`src/rtl/load_unit_pkg.sv`:
```
// Shared definitions for the load unit: funct3 load-width codes, FSM state
// encoding and the alignment rule used when a load is accepted.
package load_unit_pkg;

    localparam logic [2:0] LOAD_LB  = 3'b000;
    localparam logic [2:0] LOAD_LH  = 3'b001;
    localparam logic [2:0] LOAD_LW  = 3'b010;
    localparam logic [2:0] LOAD_LBU = 3'b100;
    localparam logic [2:0] LOAD_LHU = 3'b101;

    typedef enum logic [1:0] {
        ST_IDLE = 2'b00,
        ST_REQ  = 2'b01,
        ST_DONE = 2'b10
    } state_e;

    // Undefined funct3 codes fall into the word rule.
    function automatic logic is_misaligned(input logic [2:0] sel, input logic [1:0] off);
        case (sel)
            LOAD_LB, LOAD_LBU: is_misaligned = 1'b0;
            LOAD_LH, LOAD_LHU: is_misaligned = off[0];
            default:           is_misaligned = (off != 2'b00);
        endcase
    endfunction

endpackage

```
`src/rtl/load_unit_extender.sv`:
```
// Combinational lane select and sign/zero extension of a little-endian bus word.
module load_unit_extender
    import load_unit_pkg::*;
(
    input  logic [2:0]  sel_i,
    input  logic [1:0]  off_i,
    input  logic [31:0] word_i,
    output logic [31:0] data_o
);

    logic [7:0]  byte_s;
    logic [15:0] half_s;

    assign byte_s = word_i[{off_i, 3'b000} +: 8];
    assign half_s = word_i[{off_i[1], 4'b0000} +: 16];

    // Extend the selected lane to 32 bits.
    always_comb begin
        data_o = word_i;
        case (sel_i)
            LOAD_LB:  data_o = {{24{byte_s[7]}}, byte_s};
            LOAD_LH:  data_o = {{16{half_s[15]}}, half_s};
            LOAD_LBU: data_o = {24'h000000, byte_s};
            LOAD_LHU: data_o = {16'h0000, half_s};
            default:  data_o = word_i;
        endcase
    end

endmodule

```
`src/rtl/load_unit.sv`:
```
// Data-memory load path: req/ack word read with timeout, then byte/half/word
// extraction and extension, returned with a one-cycle done pulse.
module load_unit
    import load_unit_pkg::*;
#(
    parameter int unsigned TIMEOUT_CYCLES = 255
) (
    input  logic        I_clk,
    input  logic        I_rst,
    input  logic        I_start,
    input  logic [2:0]  I_loadsel,
    input  logic [31:0] I_addr,
    output logic        O_busy,
    output logic        O_done,
    output logic [31:0] O_data,
    output logic        O_misaligned,
    output logic        O_fault,
    output logic        O_mem_req,
    output logic [31:0] O_mem_addr,
    input  logic        I_mem_ack,
    input  logic [31:0] I_mem_rdata
);

    localparam int unsigned CNT_W = $clog2(TIMEOUT_CYCLES + 1);

    state_e             state_q, state_d;
    logic [CNT_W-1:0]   cnt_q, cnt_d;
    logic [2:0]         sel_q, sel_d;
    logic [1:0]         off_q, off_d;
    logic [31:0]        addr_q, addr_d;
    logic               busy_q, busy_d;
    logic               done_q, done_d;
    logic [31:0]        data_q, data_d;
    logic               mis_q, mis_d;
    logic               fault_q, fault_d;
    logic               req_q, req_d;

    logic [31:0]        ext_data_s;
    logic               mis_start_s;
    logic               timeout_s;

    assign mis_start_s = is_misaligned(I_loadsel, I_addr[1:0]);
    assign timeout_s   = (cnt_q == CNT_W'(TIMEOUT_CYCLES - 1));

    load_unit_extender u_ext (
        .sel_i  (sel_q),
        .off_i  (off_q),
        .word_i (I_mem_rdata),
        .data_o (ext_data_s)
    );

    // State register.
    always_ff @(posedge I_clk or posedge I_rst) begin
        if (I_rst) begin
            state_q <= ST_IDLE;
        end else begin
            state_q <= state_d;
        end
    end

    // Next-state logic; an ack in the timeout cycle still counts as success.
    always_comb begin
        state_d = state_q;
        case (state_q)
            ST_IDLE: begin
                if (I_start) begin
                    state_d = mis_start_s ? ST_DONE : ST_REQ;
                end else begin
                    state_d = ST_IDLE;
                end
            end
            ST_REQ: begin
                if (I_mem_ack || timeout_s) begin
                    state_d = ST_DONE;
                end else begin
                    state_d = ST_REQ;
                end
            end
            ST_DONE: state_d = ST_IDLE;
            default: state_d = ST_IDLE;
        endcase
    end

    // Datapath and output next values; results and flags hold between loads.
    always_comb begin
        cnt_d   = cnt_q;
        sel_d   = sel_q;
        off_d   = off_q;
        addr_d  = addr_q;
        done_d  = 1'b0;
        data_d  = data_q;
        mis_d   = mis_q;
        fault_d = fault_q;
        case (state_q)
            ST_IDLE: begin
                if (I_start) begin
                    sel_d   = I_loadsel;
                    off_d   = I_addr[1:0];
                    addr_d  = {I_addr[31:2], 2'b00};
                    cnt_d   = {CNT_W{1'b0}};
                    fault_d = 1'b0;
                    mis_d   = mis_start_s;
                    if (mis_start_s) begin
                        done_d = 1'b1;
                        data_d = 32'h0000_0000;
                    end else begin
                        done_d = 1'b0;
                    end
                end else begin
                    done_d = 1'b0;
                end
            end
            ST_REQ: begin
                if (I_mem_ack) begin
                    done_d = 1'b1;
                    data_d = ext_data_s;
                end else if (timeout_s) begin
                    done_d  = 1'b1;
                    data_d  = 32'h0000_0000;
                    fault_d = 1'b1;
                end else begin
                    cnt_d = cnt_q + CNT_W'(1);
                end
            end
            default: begin
                done_d = 1'b0;
            end
        endcase
        req_d  = (state_d == ST_REQ);
        busy_d = (state_d != ST_IDLE);
    end

    // Output and latched-request registers.
    always_ff @(posedge I_clk or posedge I_rst) begin
        if (I_rst) begin
            cnt_q   <= {CNT_W{1'b0}};
            sel_q   <= 3'b000;
            off_q   <= 2'b00;
            addr_q  <= 32'h0000_0000;
            busy_q  <= 1'b0;
            done_q  <= 1'b0;
            data_q  <= 32'h0000_0000;
            mis_q   <= 1'b0;
            fault_q <= 1'b0;
            req_q   <= 1'b0;
        end else begin
            cnt_q   <= cnt_d;
            sel_q   <= sel_d;
            off_q   <= off_d;
            addr_q  <= addr_d;
            busy_q  <= busy_d;
            done_q  <= done_d;
            data_q  <= data_d;
            mis_q   <= mis_d;
            fault_q <= fault_d;
            req_q   <= req_d;
        end
    end

    assign O_busy       = busy_q;
    assign O_done       = done_q;
    assign O_data       = data_q;
    assign O_misaligned = mis_q;
    assign O_fault      = fault_q;
    assign O_mem_req    = req_q;
    assign O_mem_addr   = addr_q;

endmodule

```
`config.mk`:
```
export PLATFORM = sky130hd
export DESIGN_NAME = load_unit
export DESIGN_NICKNAME = d
export VERILOG_FILES = /design/src/rtl/load_unit_pkg.sv /design/src/rtl/load_unit_extender.sv /design/src/rtl/load_unit.sv
export SDC_FILE = /design/constraint.sdc
export NUM_CORES = 1
export LEC_CHECK = 0
export ABC_AREA = 1
export ABC_CLOCK_PERIOD_IN_PS = 6100
export CORE_MARGIN = 10
export CORE_UTILIZATION = 42
export CTS_CLUSTER_SIZE = 40
export DETAILED_ROUTE_END_ITERATION = 16
export PLACE_DENSITY_LB_ADDON = 0.3
export SLEW_MARGIN = 10
export SYNTH_ARGS = -nofsm -noshare
export SYNTH_HDL_FRONTEND = slang
export SYNTH_SLANG_ARGS = --single-unit
```
`constraint.sdc`:
```
create_clock -name I_clk -period 6.1 [get_ports I_clk]
set_clock_uncertainty 0.15 [all_clocks]
set_input_delay 0.915 -clock I_clk [delete_from_list [all_inputs] [get_ports I_clk]]
set_output_delay 0.915 -clock I_clk [all_outputs]
set_load 0.05 [all_outputs]
```
==> results of run 1 <==
-- critical path, stage by stage --
cell	delay, ps
clkdlybuf4s50_1	450
inv_1	70
nor3_4	100
buf_4	360
nand2_1	690
nand3_1	520
o21ai_0	150
-- area by class of cell --
class,instances,area (um2),share of cell area [%]
Inverter,44,166,2.93
Timing Repair Buffer,139,1390,24.4
Clock buffer,9,124,2.18
Multi-Input combinational cell,380,1750,30.8
Clock inverter,7,62.6,1.10
Tap cell,129,161,2.85
Sequential cell,81,2030,35.7
-- path summary, 6_finish.rpt --
check,end,slack [ps],depth (start not counted)
worst max register to register,cnt_q[6],3090,7
worst min-delay path,O_mem_addr[22],330,2
worst max-delay path,O_data[0],2890,7
min in group asynchronous,O_mem_addr[11],1030,3
worst min register to register,O_mem_addr[22],330,2
max in group asynchronous,O_data[18],4110,3
-- metrics by stage --
stage	hold slack [ps]	instance area, um2
finish	329	5670
global placement	304	5490
global route	356	5670
CTS	334	5670
floorplan	316	4080
detailed placement	310	5490
-- state kept, by name (all words and copies together) (netlist names) --
signal and cells:
O_busy 1, O_data 32, O_done 1, O_fault 1, O_mem_addr 30, O_mem_req 1, O_misaligned 1, cnt_q 8
off_q 2, sel_q 3, state_q 1
-- cells in the mapped netlist --
cell	instances	area, um2
clkinv_1	1	3.75
buf_6	1	11.3
a21oi_1	22	110
nand2_2	6	37.5
o21ai_2	5	43.8
nand4_1	27	169
and2_1	1	6.26
inv_1	42	158
o211ai_1	7	52.6
nor3_2	1	10.0
nor2_1	32	120
inv_2	1	3.75
o21ai_1	2	10.0
nor3_1	1	5.00
buf_2	10	50.1
o21bai_1	2	15.0
nor2_2	1	6.26
nand3_2	1	10.0
o22ai_1	2	12.5
nand2_4	1	11.3
nand2_1	212	796
clkbuf_1	16	60.1
a22oi_1	1	7.51
buf_4	3	22.5
nand4_4	1	21.3
xor2_1	1	8.76
or2_2	1	6.26
o21ai_0	27	135
dfrtp_1	81	2030
buf_1	1	3.75
nand3_1	22	110
ha_1	2	25.0
conb_1	1	3.75
-- per-layer routing --
metal / up-vias / track usage (%) / part of all wire [%]
met1: 1829 / 21.5 / 43
met3: 20 / 6.81 / 9.6
li1: 1944 / - / -
met5: - / 0 / 0
met2: 175 / 26.6 / 46
met4: 0 / 4.43 / 1.3
-- layout by cell type (no fill, tap or decap) --
cell and instances:
clkdlybuf4s50_1 137, nand3_2 1, nor3_4 1, a22oi_1 1, o21ai_1 2, nand2_4 1
dfrtp_1 81, o21ai_0 27, o22ai_1 2, inv_1 41, buf_4 2, clkinvlp_4 1
inv_8 1, clkinv_2 1, nor3_1 1, nor2_1 32, nand3_1 22, conb_1 2
nand2_2 7, nand4_1 27, clkinv_4 2, o211ai_1 7, and2_1 1, inv_6 3
o21bai_1 2, o21ai_2 5, clkbuf_8 9, nand2_1 211, a21oi_1 22, nor2_2 1
ha_1 2, or2_2 1, xor2_1 1, clkinv_1 1, inv_2 1, nand4_4 1
-- power groups by stage --
stage | Clock (mW) | Sequential (mW) | Combinational (mW)
2_1_floorplan | 0 | 1.32 | 0.369
3_3_place_gp | 0 | 0.840 | 1.29
3_5_place_dp | 0 | 0.842 | 1.31
4_1_cts | 0.386 | 0.834 | 1.32
5_1_grt | 0.412 | 0.858 | 1.40
6_report | 0.382 | 0.833 | 1.31
-- cell families (layout without fill, tap and decap cells) --
family          count (synthesis)  in the layout  share of synthesized area [%]
buf+inv                        75            199                           7.68
compound gates                 68             68                           9.49
other cells                     1              2                         0.0921
fa+ha+maj                       2              2                          0.614
xor+xnor                        1              1                          0.215
simple gates                  307            307                           32.1
flops                          81             81                           49.8
==> results.toml, run 1 <==
[synth]
mappedNetlistArea_mm2 = 0.00407
ys_types = 33
synth-seq-cells = 81
yosys_warnings = 0
synth_area_per_cell_um2 = 7.61
ys_seq_area_share_pct = 49.8
netlist_instances = 535

[cts]
holdBufCountCts = 0
post_cts_buffers = 0
clock_path_buffers = 2
cts_resized = 0
cts-root-buf = "clkbuf_8"
clock_latency_ps = 360
clkTransAtPathRegs_ps = 90
cts_max_level = 3
numCtsBuffers = 9
cts_tree = "done"
cts.sinks = 81

[timing]
setup_violations = 0
fin_tns_setup_ps = 0
setup_slack_ps = 2890
finalHoldViolations = 0
slew_violations = 0
post-route-period-util_pct = 52.6
finalCriticalPeriod_ps = 3210
clock.fmax_mhz = 311
grt_setup_unrepaired = "no"
worstMarginPinSlew_ps = 1040
slew_headroom_pct = 30.6

[worst_setup_path]
worstPathArrival_ps = 3290
startpoint = "I_start"
rr_startpoint = "state_q[0]"
startpoint_type = "primary input"
required_ps = 6170
cp_max_fo = 41
critical_path_class = "in -> reg"
crit_path_end_kind = "flip-flop"

[pwr]
power_switching_mw = 1.25
power_mw = 2.52
clockPowerShare_pct = 15.1
sequentialPowerShare_pct = 33.0
power_density_mw_per_mm2 = 445
ir_drop_mv = 0.233
sw_frac_of_total_pct = 49.7
p_leak_nw = 2.79
pwr-share-comb_pct = 51.8
p_int_mw = 1.27

[placed_design]
port_buffers = 137
place_hpwl_mm = 8.92
dp_cells = 773
dpl_worst_slack_ps = 2570
gp_congestion = 0.880

[floorplan]
core_mm2 = 0.00933
io_pins = 140
die_h_um = 118
placement_rows = 35
die_area_mm2 = 0.0140
die_x_um = 118
start_util_pct = 43.7

[global_route]
antenna_found_initial = 0
grt_pass1_vias = 3962
grt_use_total_pct = 17.0
grt_max_degree = 82
overflow = 0
grt_first_pass_wirelength_mm = 20.0

[hold_path]
min_from = "O_mem_addr[22]"
hold_class = "reg -> reg"

[finish]
fillers = 852
post-route-util_pct = 60.8
nNetsFinal = 728
final_cells = 789
diodes = 0
areaGrowthSynthToFinish_pct = 39.3
drive_above_1_share_pct = 5.76

[routing]
drt-initial-drc-count = 270
drcViolationCount = 0
avgRoutedWirePerCell_um = 15.4
firstDrtPassIters = 5
antenna_left = 0
num_vias = 3968
viasPerCell = 5.03
drt-total-wl_mm = 12.2

[run_status]
status = "finished, final reports clean"

[flow_run]
maxCapViolCount = 0
(Power assumes the default switching activity.)
==> inputs of run 2 (changes only) <==
--- a/config.mk
+++ b/config.mk
@@ -6,7 +6,7 @@
 export NUM_CORES = 1
 export LEC_CHECK = 0
 export ABC_AREA = 1
-export ABC_CLOCK_PERIOD_IN_PS = 6100
+export ABC_CLOCK_PERIOD_IN_PS = 3100
 export CORE_MARGIN = 10
 export CORE_UTILIZATION = 42
 export CTS_CLUSTER_SIZE = 40
==> constraint.sdc (replaced) <==
create_clock -name I_clk -period 3.1 [get_ports I_clk]
set_clock_uncertainty 0.15 [all_clocks]
set_input_delay 0.465 -clock I_clk [delete_from_list [all_inputs] [get_ports I_clk]]
set_output_delay 0.465 -clock I_clk [all_outputs]
set_load 0.05 [all_outputs]
==> results.toml, run 2 (same netlist as run 1, synthesis figures left out) <==
[cts]
clock_path_buffers = 2
cts-root-buf = "clkbuf_8"
clock_latency_ps = 350
cts_resized = 0
post_cts_buffers = 0
clkTransAtPathRegs_ps = 90
cts.sinks = 81
holdBufCountCts = 0
cts_max_level = 3
numCtsBuffers = 9
cts_tree = "done"

[placed_design]
place_hpwl_mm = 9.23
gp_congestion = 0.895
placed_cell_area_mm2 = 0.00556
port_buffers = 137

[worst_setup_path]
critical_path_class = "reg -> out"
startpoint_type = "flip-flop"
crit_buf_inv = 1
worstPathArrival_ps = 1690
cp_top_family = "buffers and inverters"
crit_path_end_kind = "primary output"
crit_chain = "clkdlybuf4s50_1"
max_stage_delay_ps = 870
cp_slowest_cell = "clkdlybuf4s50_1"
cp_max_fo = 6
required_ps = 2480

[global_route]
grt_first_pass_wirelength_mm = 20.6
grt_max_degree = 50
grt_pass1_vias = 4054
overflow = 0
antenna_found_initial = 0
grt_use_total_pct = 17.6

[timing]
clock.fmax_mhz = 433
finalCriticalPeriod_ps = 2310
finalHoldViolations = 0
slew_violations = 0
setup_violations = 0
slew_headroom_pct = 60.3
fin_tns_setup_ps = 0
worstMarginPinSlew_ps = 595
post-route-period-util_pct = 74.4
grt_setup_unrepaired = "no"

[routing]
antenna_left = 0
num_vias = 4022
drt-total-wl_mm = 12.3
drcViolationCount = 0
viasPerCell = 5.05
firstDrtPassIters = 5
drt-initial-drc-count = 264
avgRoutedWirePerCell_um = 15.5

[floorplan]
placement_rows = 35
die_x_um = 118
core_mm2 = 0.00933
die_h_um = 118
start_util_pct = 43.7
io_pins = 140
die_area_mm2 = 0.0140

[finish]
diodes = 0
largest_register_ffs = 32
areaGrowthSynthToFinish_pct = 42.4
final_common_cell = "nand2_1"
finalInstanceArea_mm2 = 0.00580
nNetsFinal = 736
drive_above_1_share_pct = 6.75
layout_common_cells = "nand2_1, clkdlybuf4s50_1, dfrtp_1"

[pwr]
ir_drop_mv = 0.550
power_density_mw_per_mm2 = 894
p_leak_nw = 2.86

[hold_path]
hold_class = "reg -> reg"

[run_status]
status = "finished, final reports clean"

[flow_run]
maxCapViolCount = 0
[run 2: where the power goes]
group	leakage [nW]	internal, mW	switching (mW)
Combinational	1.69	0.841	1.82
Sequential	1.05	1.37	0.220
Clock	0.116	0.535	0.397
[run 2: final timing paths]
check	from	to	slack [ps]	depth (start not counted)
worst min register to register	O_mem_addr[16]	O_mem_addr[16]	320	2
min in group asynchronous	I_rst	cnt_q[1]	350	2
max in group asynchronous	I_rst	O_mem_addr[27]	1810	3
worst max-delay path	O_done	O_done	790	1
worst min-delay path	O_mem_addr[16]	O_mem_addr[16]	320	2
worst max register to register	O_done	O_data[6]	920	5
[run 2: layout make-up]
cell class / instances / area [um2]
fillers: 826 / 3530
flip-flops and latches: 81 / 2030
multi-input cells: 380 / 1750
repair buffers: 147 / 1460
inverters: 44 / 166
well taps: 129 / 161
clock buffers: 9 / 124
clock inverters: 6 / 115
[run 2: through the flow]
stage	util, %	power, mW	instances	hold slack (ps)	worst slack (ps)
global placement	59.6	4.24	781	302	928
finish	62.2	5.19	796	322	793
detailed placement	59.6	4.28	781	307	880
global route	62.2	5.49	796	351	719
floorplan	-	3.32	536	316	405
CTS	62.2	5.22	796	330	769
[run 2: per-layer routing]
| layer | wire, um | part of all wire, % | vias up | GRT usage [%] |
|---|---|---|---|---|
| met2 | 5670 | 46 | 180 | 27.8 |
| met4 | 214 | 1.7 | 0 | 6.41 |
| met1 | 5170 | 42 | 1871 | 21.3 |
| met3 | 1270 | 10 | 15 | 6.76 |
| met5 | 0 | 0 | - | 0 |
| li1 | - | - | 1956 | - |
